===== src/rtl/serial_rx_8.sv =====
// Serial-in/parallel-out receiver: reassembles MSB-first words from a qualified
// bit stream, checks optional even parity and flags frames cut short by an early sof.
module serial_rx_8 #(
   parameter int DATA_W    = 8,
   parameter bit PARITY_EN = 1'b1
) (
   input  logic              clk,
   input  logic              rst,
   input  logic              s_in,
   input  logic              s_valid,
   input  logic              sof,
   output logic [DATA_W-1:0] d_out,
   output logic              d_valid,
   output logic              par_err,
   output logic              frame_err,
   output logic              busy
);

   localparam int CNT_W = $clog2(DATA_W + 1);
   localparam logic [CNT_W-1:0] LAST_IDX = CNT_W'(DATA_W - 1);

   typedef enum logic [1:0] {IDLE, DATA, PARITY} state_t;

   state_t            state, state_nxt;
   logic [CNT_W-1:0]  cnt, cnt_nxt;
   logic [DATA_W-1:0] acc, acc_nxt;
   logic [DATA_W-1:0] d_out_nxt;
   logic              d_valid_nxt, par_err_nxt, frame_err_nxt;
   logic [DATA_W-1:0] shifted;

   // 1 when the word plus its parity bit holds an odd number of ones
   function automatic logic odd_parity(input logic [DATA_W-1:0] w, input logic b);
      return (^w) ^ b;
   endfunction

   assign shifted = {acc[DATA_W-2:0], s_in};
   assign busy    = (state != IDLE);

   always_comb begin
      state_nxt     = state;
      cnt_nxt       = cnt;
      acc_nxt       = acc;
      d_out_nxt     = d_out;
      par_err_nxt   = par_err;
      d_valid_nxt   = 1'b0;
      frame_err_nxt = 1'b0;
      if (s_valid) begin
         if (sof) begin
            // sof always starts a new frame; inside a frame it also aborts the old one
            acc_nxt       = {{(DATA_W-1){1'b0}}, s_in};
            cnt_nxt       = CNT_W'(1);
            state_nxt     = DATA;
            frame_err_nxt = (state != IDLE);
         end else begin
            case (state)
               DATA: begin
                  acc_nxt = shifted;
                  cnt_nxt = cnt + CNT_W'(1);
                  if (cnt == LAST_IDX) begin
                     if (PARITY_EN) begin
                        state_nxt = PARITY;
                     end else begin
                        d_out_nxt   = shifted;
                        par_err_nxt = 1'b0;
                        d_valid_nxt = 1'b1;
                        cnt_nxt     = '0;
                        state_nxt   = IDLE;
                     end
                  end
               end
               PARITY: begin
                  d_out_nxt   = acc;
                  par_err_nxt = odd_parity(acc, s_in);
                  d_valid_nxt = 1'b1;
                  cnt_nxt     = '0;
                  state_nxt   = IDLE;
               end
               default: state_nxt = IDLE;
            endcase
         end
      end
   end

   always_ff @(posedge clk) begin
      if (rst) begin
         state     <= IDLE;
         cnt       <= '0;
         acc       <= '0;
         d_out     <= '0;
         d_valid   <= 1'b0;
         par_err   <= 1'b0;
         frame_err <= 1'b0;
      end else begin
         state     <= state_nxt;
         cnt       <= cnt_nxt;
         acc       <= acc_nxt;
         d_out     <= d_out_nxt;
         d_valid   <= d_valid_nxt;
         par_err   <= par_err_nxt;
         frame_err <= frame_err_nxt;
      end
   end

endmodule


===== config.mk =====
export PLATFORM = sky130hd
export DESIGN_NAME = serial_rx_8
export DESIGN_NICKNAME = d
export VERILOG_FILES = /design/src/rtl/serial_rx_8.sv
export SDC_FILE = /design/constraint.sdc
export NUM_CORES = 1
export LEC_CHECK = 0
export CAP_MARGIN = 20
export CORE_AREA = 3 3 49 51
export CTS_BUF_LIST = sky130_fd_sc_hd__clkbuf_4
export CTS_CLUSTER_DIAMETER = 60
export DETAILED_ROUTE_END_ITERATION = 16
export DIE_AREA = 0 0 52 54
export PLACE_DENSITY = 0.78
export SYNTH_ARGS = -nofsm -noshare
export SYNTH_HDL_FRONTEND = slang
export SYNTH_SLANG_ARGS = --single-unit
export TNS_END_PERCENT = 5

===== constraint.sdc =====
create_clock -name clk -period 1.45 [get_ports clk]
set_input_delay 0.29 -clock clk [delete_from_list [all_inputs] [get_ports clk]]
set_output_delay 0.29 -clock clk [all_outputs]
set_load 0.005 [all_outputs]

==> impl_results.md, run 1 <==
* Status: complete, no violations
* Sequential share of the synthesized area at 45.9%
* Maximum vdd drop at between 0.6 and 0.7 mV
* Worst-margin pin slew at 0.325 ns
* Comb pwr share at a little under a tenth
* Clock-pin transition on the worst setup and hold timing paths at about 0.12 ns
* Slew Limit Fails at 0
* Synthesized flop and latch total at 25
* Top cells by count, synth: 25 x dfxtp_1, 24 x nand2_1, 15 x nor2_1
* Starting Density at between 50% and 60%
* Nets at roughly 160
* Final hold violations at 0
* Diode count at 0
* Vias per Instance at approximately 5.2
* Relative max-transition margin at 78.0%
* CTS Sinks at 25
* Clock skew at ~0.0015 ns
* Area Growth Syn to Fin at 29.1%
* Unrepaired setup endpoints after global routing: true
* Post-DP HPWL at between 1.5 and 2 mm
* Initial antenna violation count at 0
* Worst Path Max Fanout at 4
* Routability cong. at about 0.84
* Tcrit/Tclk final at a little over nine tenths
* CTS Buffer Depth at 2
* Average size of a mapped cell at 8.66 um^2
* Final WS setup at approximately 0.06 ns
* Most frequent cell after synthesis: dfxtp_1
* Synth area leaders: dfxtp_1 46%, nand2_1 8.3%, nor2_1 5.2%, a22oi_1 4.8%, a21oi_1 3.7%
* Max Cap Violations at 0
* Number of flops mapped to enable cells by yosys at 0
* Seq pwr share at a little under two thirds
* FP Rows at 16
* Area of the die at 2810 um^2
* WS Path Type: flop to output pin
* Min-delay worst type: flop to flop
* Final core utilization at a little under three quarters
* WP data required at between 1 and 1.5 ns
* Most used DFF post-synth: dfxtp_1
* Worst Setup End Kind: output pin
* Share of layout cells above drive strength 1 at between 20% and 30%
* Num CTS Buffers at 3
* Drt wl/cell at about 13 um
* # port buffers at 16
* CP Launch Type: flop
* FFs w/ async S/R, synth at 0%
* Area leader, netlist: dfxtp_1
* WL final at about 2.3 mm
* CTS Root Cell: clkbuf_4
* Fin Setup TNS at 0 ns
* Pre-CTS setup slack at -0.196 ns
* Clock Power Share at about 27%
* Yosys top cell area share at between 40% and 50%
* DR pass1 iterations at 4
* Vias at just over 900
* Number of routed nets with antenna violations at 0
* Post-Syn Instances at between 100 and 150
* DIE WIDTH at 52 um
* 1st-iter DRT viols at 23
* Worst skew pair latency at between 0.3 and 0.4 ns
* Vias in the first global route at ~930
* GRT Overall Usage at 19.6%
* Synthesized Nets at ~130
* Remaining global-route overflow at 0
* Sw Pwr at around 0.00025 W
* Sw frac at between 20% and 30%
* First-pass GRT wire length at ~4 mm
* Core Region at between 1500 and 2000 um^2
* Synthesis warning total at 0
* Fin crit period at ~1.4 ns
* Mapped Area at roughly 1100 um^2
* Residual DRC at 0
* CTS tree: built
* Finish-stage setup viols at 0
* DIE HEIGHT at about 54 um
* Int Power at approximately 0.00085 W
* Worst EP arrival at roughly 1.1 ns
* Post-synth cell types at 29
* Pwr Density at around 800 nW/um^2
* Pin count of the biggest net entering global routing at 15
* Leak at roughly 0.66 nW
* Achievable clock frequency at between 700 and 800 MHz
* CTS H-tree lvls at 1
* # IOs at 17
placed cells by master (no fill, tap or decap), drive strengths merged:
cell,instances
a22oi,7
o211ai,1
nand2b,2
a222oi,1
nor2b,4
nand4bb,1
o21ai,6
dfxtp,25
clkbuf,3
o311ai,2
a21bo,1
nor2,15
nand3b,2
xor2,4
and3,4
dlymetal6s2s,3
dlygate4sd2,9
mux2i,1
xnor2,3
inv,2
nand2,24
and4b,1
a21oi,8
nor3,1
clkdlybuf4s50,4
ha,1
xnor3,1
clkinv,1
a311oi,1
buf,16
per-stage QoR:
step                      hold slack, ns  cell area (um^2)  total power, W  cells
after floorplan                    0.362              1090        0.000771    126
after global placement             0.442              1350        0.000818    176
after detailed placement           0.445              1350        0.000820    176
after CTS                          0.460              1400         0.00112    181
after global routing               0.486              1410         0.00116    181
final                              0.461              1410         0.00110    181
sequential cells by signal, summed over array words and instances, names as in the netlist:
name	cells
acc	8
d_out	8
cnt	4
state	2
d_valid	1
frame_err	1
par_err	1
power by group through the flow:
| stage | logic (W) | registers [W] | clock network (W) |
|---|---|---|---|
| 2_1_floorplan | 0.0000560 | 0.000715 | 0 |
| 3_3_place_gp | 0.000102 | 0.000716 | 0 |
| 3_5_place_dp | 0.000104 | 0.000717 | 0 |
| 4_1_cts | 0.000103 | 0.000700 | 0.000313 |
| 5_1_grt | 0.000114 | 0.000702 | 0.000342 |
| 6_report | 0.000105 | 0.000700 | 0.000294 |
critical path, cell delays in order (launching register included):
cell and delay (ns):
dfxtp_2 0.36, nor2_2 0.11, inv_1 0.06, dlygate4sd2_1 0.26
kinds of logic (layout without fill, tap and decap cells):
| logic type | Yosys count | count (layout) | synth area share (%) |
|---|---|---|---|
| XOR/XNOR | 8 | 8 | 7.68 |
| adder cells (fa/ha/maj) | 1 | 1 | 1.15 |
| AO/OA/AOI/OAI | 27 | 27 | 16.5 |
| multiplexers | 1 | 1 | 0.917 |
| buffers and inverters | 10 | 38 | 4.70 |
| flip-flops | 25 | 25 | 45.9 |
| AND/OR/NAND/NOR | 54 | 54 | 23.2 |
area by class of cell:
class / count / area [um^2]
multi-input cells: 91 / 547
clock buffers: 3 / 22.5
clock inverters: 1 / 5.00
inverters: 2 / 7.51
flip-flops and latches: 25 / 517
well taps: 27 / 33.8
fillers: 162 / 573
repair buffers: 32 / 277
final timing paths:
kind / start / to / slack, ns / depth (start not counted)
min reg2reg: d_out[1] / d_out[1] / 0.46 / 2
max reg2reg: state[1] / d_out[5] / 0.12 / 5
min: d_out[1] / d_out[1] / 0.46 / 2
max: state[0] / busy / 0.06 / 3
per-layer routing:
metal | global-route usage, % | up-vias | share of wire (%)
met5 | 0 | - | 0
met4 | 6.99 | 0 | 0.78
met3 | 3.32 | 2 | 3.4
met2 | 34.5 | 19 | 50
met1 | 24.1 | 430 | 46
li1 | - | 484 | -
timing repair:
| action | CTS | global route |
|---|---|---|
| cloned | 0 | 0 |
| hold buffers | 0 | 0 |
| pin swaps | 0 | 0 |
| buffers inserted | 1 | 0 |
| setup endpoints to repair | 11 | 14 |
| resized for setup | 22 | 7 |
(Power assumes the default switching activity.)
==> run 2, diff against run 1 <==
CORE_AREA = 5 5 51 53   (was 3 3 49 51)
DIE_AREA = 0 0 56 58   (was 0 0 52 54)
==> impl_results.md, run 2 (synthesis gave the netlist of run 1 again) <==
* Most common cell after layout, fill and taps aside: nand2_1 (unchanged)
* Reg2Reg Setup Slack at 0.02 ns (was 0.12 ns)
* Achievable clock frequency at 701 MHz (was 719 MHz)
* Tot Pwr at 0.00111 W (was 0.00110 W)
* Placed cells at 176 (unchanged)
* Worst reg-to-reg path cell count at 5 (unchanged)
* WS Path Type: flop to flop (was flop to output pin)
* Fin crit period at 1.43 ns (was 1.39 ns)
* Clock-pin transition on the worst setup and hold timing paths at 0.13 ns (was 0.12 ns)
* Grt met2 use at 27.4% (was 34.5%)
* Residual DRC at 0 (unchanged)
* Commonest non-fill, non-tap cells in the layout: 24 x nand2_1, 16 x buf_4, 14 x nor2_1, 14 x dfxtp_1 (was 24 x nand2_1, 16 x buf_4, 14 x nor2_1, 14 x dfxtp_1, 10 x dfxtp_2)
* Leak at 0.747 nW (was 0.662 nW)
* DR pass1 iterations at 4 (unchanged)
* FP Rows at 17 (was 16)
* # IOs at 17 (unchanged)
* Pin count of the biggest net entering global routing at 16 (was 15)
* Vias per Instance at 5.28 (was 5.17)
* Vias in the first global route at 931 (was 932)
* Fin cells at 182 (was 181)
* Regs by FF count: acc x8, d_out x8, cnt x4 (unchanged)
* Slew Limit Fails at 0 (unchanged)
* Max Cap Violations at 0 (unchanged)
* Diode count at 0 (unchanged)
* GRT Overall Usage at 14.8% (was 19.6%)
* Worst skew pair latency at 0.31 ns (about the same)
* CTS Root Cell: clkbuf_4 (unchanged)
* Starting Density at 51.8% (was 55.1%)
* Pwr Density at 773 nW/um^2 (was 780 nW/um^2)
* CTS H-tree lvls at 1 (unchanged)
* CP Launch Type: flop (unchanged)
* CTS Buffer Depth at 2 (unchanged)
* # port buffers at 16 (unchanged)
* Area of the die at 3250 um^2 (was 2810 um^2)
* Critical hold path startpoint: d_out[2] (was d_out[1])
* CTS Sinks at 25 (unchanged)
* R2r startpoint: state[0] (was state[1])
* Met1 Use GR at 16.7% (was 24.1%)
* Routability cong. at 0.858 (was 0.842)
* Fin Setup TNS at 0 ns (unchanged)
* WP data required at 1.67 ns (was 1.16 ns)
* Core Region at 2110 um^2 (was 1980 um^2)
* Worst reg2reg path endpoint: cnt[2] (was d_out[5])
* Initial antenna violation count at 0 (unchanged)
* Area Growth Syn to Fin at 31.7% (was 29.1%)
* Relative max-transition margin at 73.6% (was 78.0%)
* CTS tree: built (unchanged)
* Worst Path Max Fanout at 6 (was 4)
* DIE WIDTH at 56 um (was 52 um)
* Maximum vdd drop at 0.514 mV (was 0.656 mV)
* Hold Crit Endpoint: d_out[2] (was d_out[1])
* Num CTS Buffers at 3 (unchanged)
* Remaining global-route overflow at 0 (unchanged)
* Min-Delay Path Depth at 2 (unchanged)
* First-pass GRT wire length at 3.89 mm (was 4.06 mm)
* Drt wl/cell at 12.3 um (was 12.8 um)
* Min-delay worst type: flop to flop (unchanged)
* Grt peak-use layer: met2 (unchanged)
* Clock skew at 0.00352 ns (was 0.00151 ns)
* 1st-iter DRT viols at 17 (was 23)
* Worst-margin pin slew at 0.391 ns (was 0.325 ns)
* Grt met3 use at 2.90% (was 3.32%)
* Tcrit/Tclk final at 98.4% (was 95.9%)
* DIE HEIGHT at 58 um (was 54 um)
* WL final at 2.24 mm (was 2.32 mm)
* Nets at 161 (unchanged)
* Vias at 961 (was 935)
* Post-DP HPWL at 1.63 mm (was 1.72 mm)
* Final hold violations at 0 (unchanged)
* Unrepaired setup endpoints after global routing: true (unchanged)
* Worst EP arrival at 1.65 ns (was 1.10 ns)
* Status: complete, no violations (unchanged)
* Worst Setup End Kind: flop (was output pin)
* Share of layout cells above drive strength 1 at 23.4% (unchanged)
* Number of routed nets with antenna violations at 0 (unchanged)
* Finish-stage setup viols at 0 (unchanged)
[run 2: power by group]
| part | internal (W) | switching, W |
|---|---|---|
| Clock | 0.000103 | 0.000202 |
| Sequential | 0.000691 | 0.00000739 |
| Combinational | 0.0000562 | 0.0000508 |
| Total | 0.000850 | 0.000260 |
[run 2: what timing repair did]
item                       in CTS  in global routing
setup buffers                   2                  0
hold buffers                    0                  0
setup endpoints to repair       9                 17
resized for setup              18                 11
[run 2: metrics by stage]
step                area (um^2)  utilization (%)  setup slack, ns  hold slack [ns]
global placement           1350             64.0           -0.132            0.444
global route               1440             68.2          -0.0454            0.474
detailed placement         1350             64.0           -0.206            0.450
CTS                        1410             67.0         0.000696            0.464
floorplan                  1090                -            0.246            0.362
finish                     1440             68.2           0.0226            0.459
[run 2: layout make-up]
| type | instances | area, um^2 |
|---|---|---|
| timing repair buffer | 32 | 299 |
| clock inverter | 1 | 5.00 |
| tap | 28 | 35.0 |
| fill | 163 | 669 |
| multi-input combinational | 91 | 548 |
| clock buffer | 3 | 22.5 |
| inverter | 2 | 7.51 |
| sequential | 25 | 519 |
[run 2: layer usage]
layer | wire (um) | part of all wire [%] | up-vias
met1 | 1000 | 45 | 459
met2 | 1140 | 51 | 13
met5 | 0 | 0 | -
met4 | 30 | 1.3 | 0
met3 | 60 | 2.7 | 4
li1 | - | - | 485
[run 2: worst max-delay path by stage]
| stage | from | end | slack [ns] | cells past startpoint |
|---|---|---|---|---|
| floorplan | state[1] | cnt[2] | 0.25 | 5 |
| global placement | sof | acc[7] | -0.13 | 5 |
| detailed placement | sof | cnt[3] | -0.21 | 4 |
| CTS | d_out[6] | d_out[6] | 0.0007 | 1 |
| global route | state[0] | cnt[3] | -0.05 | 5 |
| finish | state[0] | cnt[2] | 0.02 | 5 |
[run 2: critical path: stages, from the launching register on]
cell and delay (ns):
dfxtp_4 0.38, buf_4 0.15, nor2b_2 0.18, o311ai_0 0.40
xor2_1 0.17, nor2_1 0.05
==> run 3, diff against run 2 <==
CORE_AREA = 5 5 54 56   (was 5 5 51 53)
DIE_AREA = 0 0 59 61   (was 0 0 56 58)
PLACE_DENSITY = 0.73   (was 0.78)
clock period = 1.3 ns   (was 1.45 ns; I/O delays follow)
==> impl_results.md, run 3 (synthesis gave the netlist of run 1 again) <==
* Core Region at 2390 um^2 (was 2110 um^2)
* Crit-path max cell delay at 0.45 ns (was 0.40 ns)
* Remaining global-route overflow at 0 (unchanged)
* DR pass1 iterations at 4 (unchanged)
* Min-delay worst type: input port to flop (was flop to flop)
* DIE HEIGHT at 61 um (was 58 um)
* Worst skew pair latency at 0.32 ns (was 0.31 ns)
* Starting Density at 45.7% (was 51.8%)
* Pwr Density at 875 nW/um^2 (was 773 nW/um^2)
* Nets at 159 (was 161)
* Routability cong. at 0.882 (was 0.858)
* Cell chain of the critical path: xnor2_1 > xnor3_1 > nand3b_1 > o211ai_1 (was buf_4 > nor2b_2 > o311ai_0 > xor2_1 > nor2_1)
* Diode count at 0 (unchanged)
* Comb pwr share at 9.6% (about the same)
* Final core utilization at 59.2% (was 68.2%)
* # IOs at 17 (unchanged)
* Worst EP arrival at 1.50 ns (was 1.65 ns)
* Unrepaired setup endpoints after global routing: true (unchanged)
* Area of the die at 3600 um^2 (was 3250 um^2)
* CP Launch Type: flop (unchanged)
* Pin count of the biggest net entering global routing at 16 (unchanged)
* Clock Power Share at 27.2% (was 27.5%)
* WL final at 2.28 mm (was 2.24 mm)
* Int Power at 0.000948 W (was 0.000850 W)
* Relative max-transition margin at 78.0% (was 73.6%)
* Fin Setup TNS at 0 ns (unchanged)
* Initial antenna violation count at 0 (unchanged)
* CTS Sinks at 25 (unchanged)
* Fin cells at 182 (unchanged)
* Post-CTS setup buffer count at 0 (was 2)
* Share of layout cells above drive strength 1 at 27.0% (was 23.4%)
* Finish-stage setup viols at 0 (unchanged)
* Tcrit/Tclk final at 99.8% (was 98.4%)
* Placed cells at 178 (was 176)
* # fillers at 242 (was 163)
* CTS H-tree lvls at 1 (unchanged)
* WS Path Type: flop to flop (unchanged)
* Clock skew at 0.0148 ns (was 0.00352 ns)
* Vias at 928 (was 961)
* Area Growth Syn to Fin at 29.6% (was 31.7%)
* Leak at 0.613 nW (was 0.747 nW)
* CTS Root Cell: clkbuf_4 (unchanged)
* FP Rows at 18 (was 17)
* First-pass GRT wire length at 3.66 mm (was 3.89 mm)
* Num CTS Buffers at 3 (unchanged)
* Fin crit period at 1.30 ns (was 1.43 ns)
* 1st-iter DRT viols at 10 (was 17)
* Clock-pin transition on the worst setup and hold timing paths at 0.14 ns (was 0.13 ns)
* Post-DP HPWL at 1.77 mm (was 1.63 mm)
* GRT Overall Usage at 13.5% (was 14.8%)
* Seq pwr share at 63.2% (was 62.9%)
* WP data required at 1.50 ns (was 1.67 ns)
* Slowest CP cell: xnor3_1 (was o311ai_0)
* Commonest non-fill, non-tap cells in the layout: 24 x nand2_1, 13 x nor2_1, 13 x dfxtp_2, 12 x dlygate4sd2_1, 12 x buf_4 (was 24 x nand2_1, 16 x buf_4, 14 x nor2_1, 14 x dfxtp_1)
* Worst Setup End Kind: flop (unchanged)
* Status: complete, no violations (unchanged)
* DIE WIDTH at 59 um (was 56 um)
* Maximum vdd drop at 0.521 mV (was 0.514 mV)
* Drt wl/cell at 12.5 um (was 12.3 um)
* Max Cap Violations at 0 (unchanged)
* Worst-margin pin slew at 0.324 ns (was 0.391 ns)
* Vias in the first global route at 906 (was 931)
* Achievable clock frequency at 771 MHz (was 701 MHz)
* # port buffers at 16 (unchanged)
* Number of routed nets with antenna violations at 0 (unchanged)
* Final hold violations at 0 (unchanged)
* CTS tree: built (unchanged)
* Worst Path Max Fanout at 4 (was 6)
* CTS Buffer Depth at 2 (unchanged)
* Slew Limit Fails at 0 (unchanged)
* Regs by FF count: acc x8, d_out x8, cnt x4 (unchanged)
* Vias per Instance at 5.10 (was 5.28)
* Residual DRC at 0 (unchanged)
* Sw frac at 23.4% (about the same)
* Sw Pwr at 0.000289 W (was 0.000260 W)
* Most common cell after layout, fill and taps aside: nand2_1 (unchanged)
## run 3: area by class of cell
| cell class | count | area [um^2] | share of cell area (%) |
|---|---|---|---|
| sequential | 25 | 520 | 36.8 |
| clock inverter | 1 | 5.00 | 0.354 |
| tap | 30 | 37.5 | 2.65 |
| inverter | 2 | 7.51 | 0.531 |
| multi-input combinational | 91 | 568 | 40.2 |
| clock buffer | 3 | 22.5 | 1.59 |
| timing repair buffer | 30 | 253 | 17.9 |
## run 3: worst paths after layout
path              startpoint         to  slack (ns)  cells after the start
setup / recovery      acc[4]    par_err       0.002                      4
hold / removal           sof  frame_err        0.45                      3
setup reg to reg      acc[4]    par_err       0.002                      4
hold reg to reg     d_out[1]   d_out[1]        0.46                      2
## run 3: worst max-delay path: cells and delay by family, from the launching register on
family / cells / cell delay (ns)
flip-flops: 1 / 0.37
AO/OA/AOI/OAI: 1 / 0.09
XOR/XNOR: 2 / 0.63
AND/OR/NAND/NOR: 1 / 0.10
## run 3: metrics by stage
step / power (W) / setup slack, ns / instance area, um^2 / hold slack [ns]
after CTS: 0.00124 / -0.136 / 1380 / 0.436
after detailed placement: 0.000914 / -0.410 / 1350 / 0.447
after global routing: 0.00130 / -0.0299 / 1410 / 0.451
after floorplan: 0.000860 / 0.0962 / 1090 / 0.332
final: 0.00124 / 0.00221 / 1410 / 0.449
after global placement: 0.000912 / -0.327 / 1350 / 0.445
## run 3: per-layer routing
layer	GRT usage [%]	share of wire (%)
met1	14.7	44
met2	24.9	49
met3	2.77	4.4
met4	6.80	2.4
met5	0	0
## run 3: repair_timing
| action | in CTS | in global routing |
|---|---|---|
| hold endpoints to repair | 0 | 0 |
| hold buffers | 0 | 0 |
| pin swaps | 0 | 2 |
| endpoints found under the setup margin | 30 | 20 |
| resized for setup | 29 | 14 |
## run 3: power groups by stage
| stage | clock network, W | logic (W) | registers [W] |
|---|---|---|---|
| after floorplan | 0 | 0.0000624 | 0.000798 |
| after global placement | 0 | 0.000114 | 0.000798 |
| after detailed placement | 0 | 0.000115 | 0.000798 |
| after CTS | 0.000349 | 0.000115 | 0.000781 |
| after global routing | 0.000381 | 0.000131 | 0.000784 |
| final | 0.000337 | 0.000119 | 0.000782 |
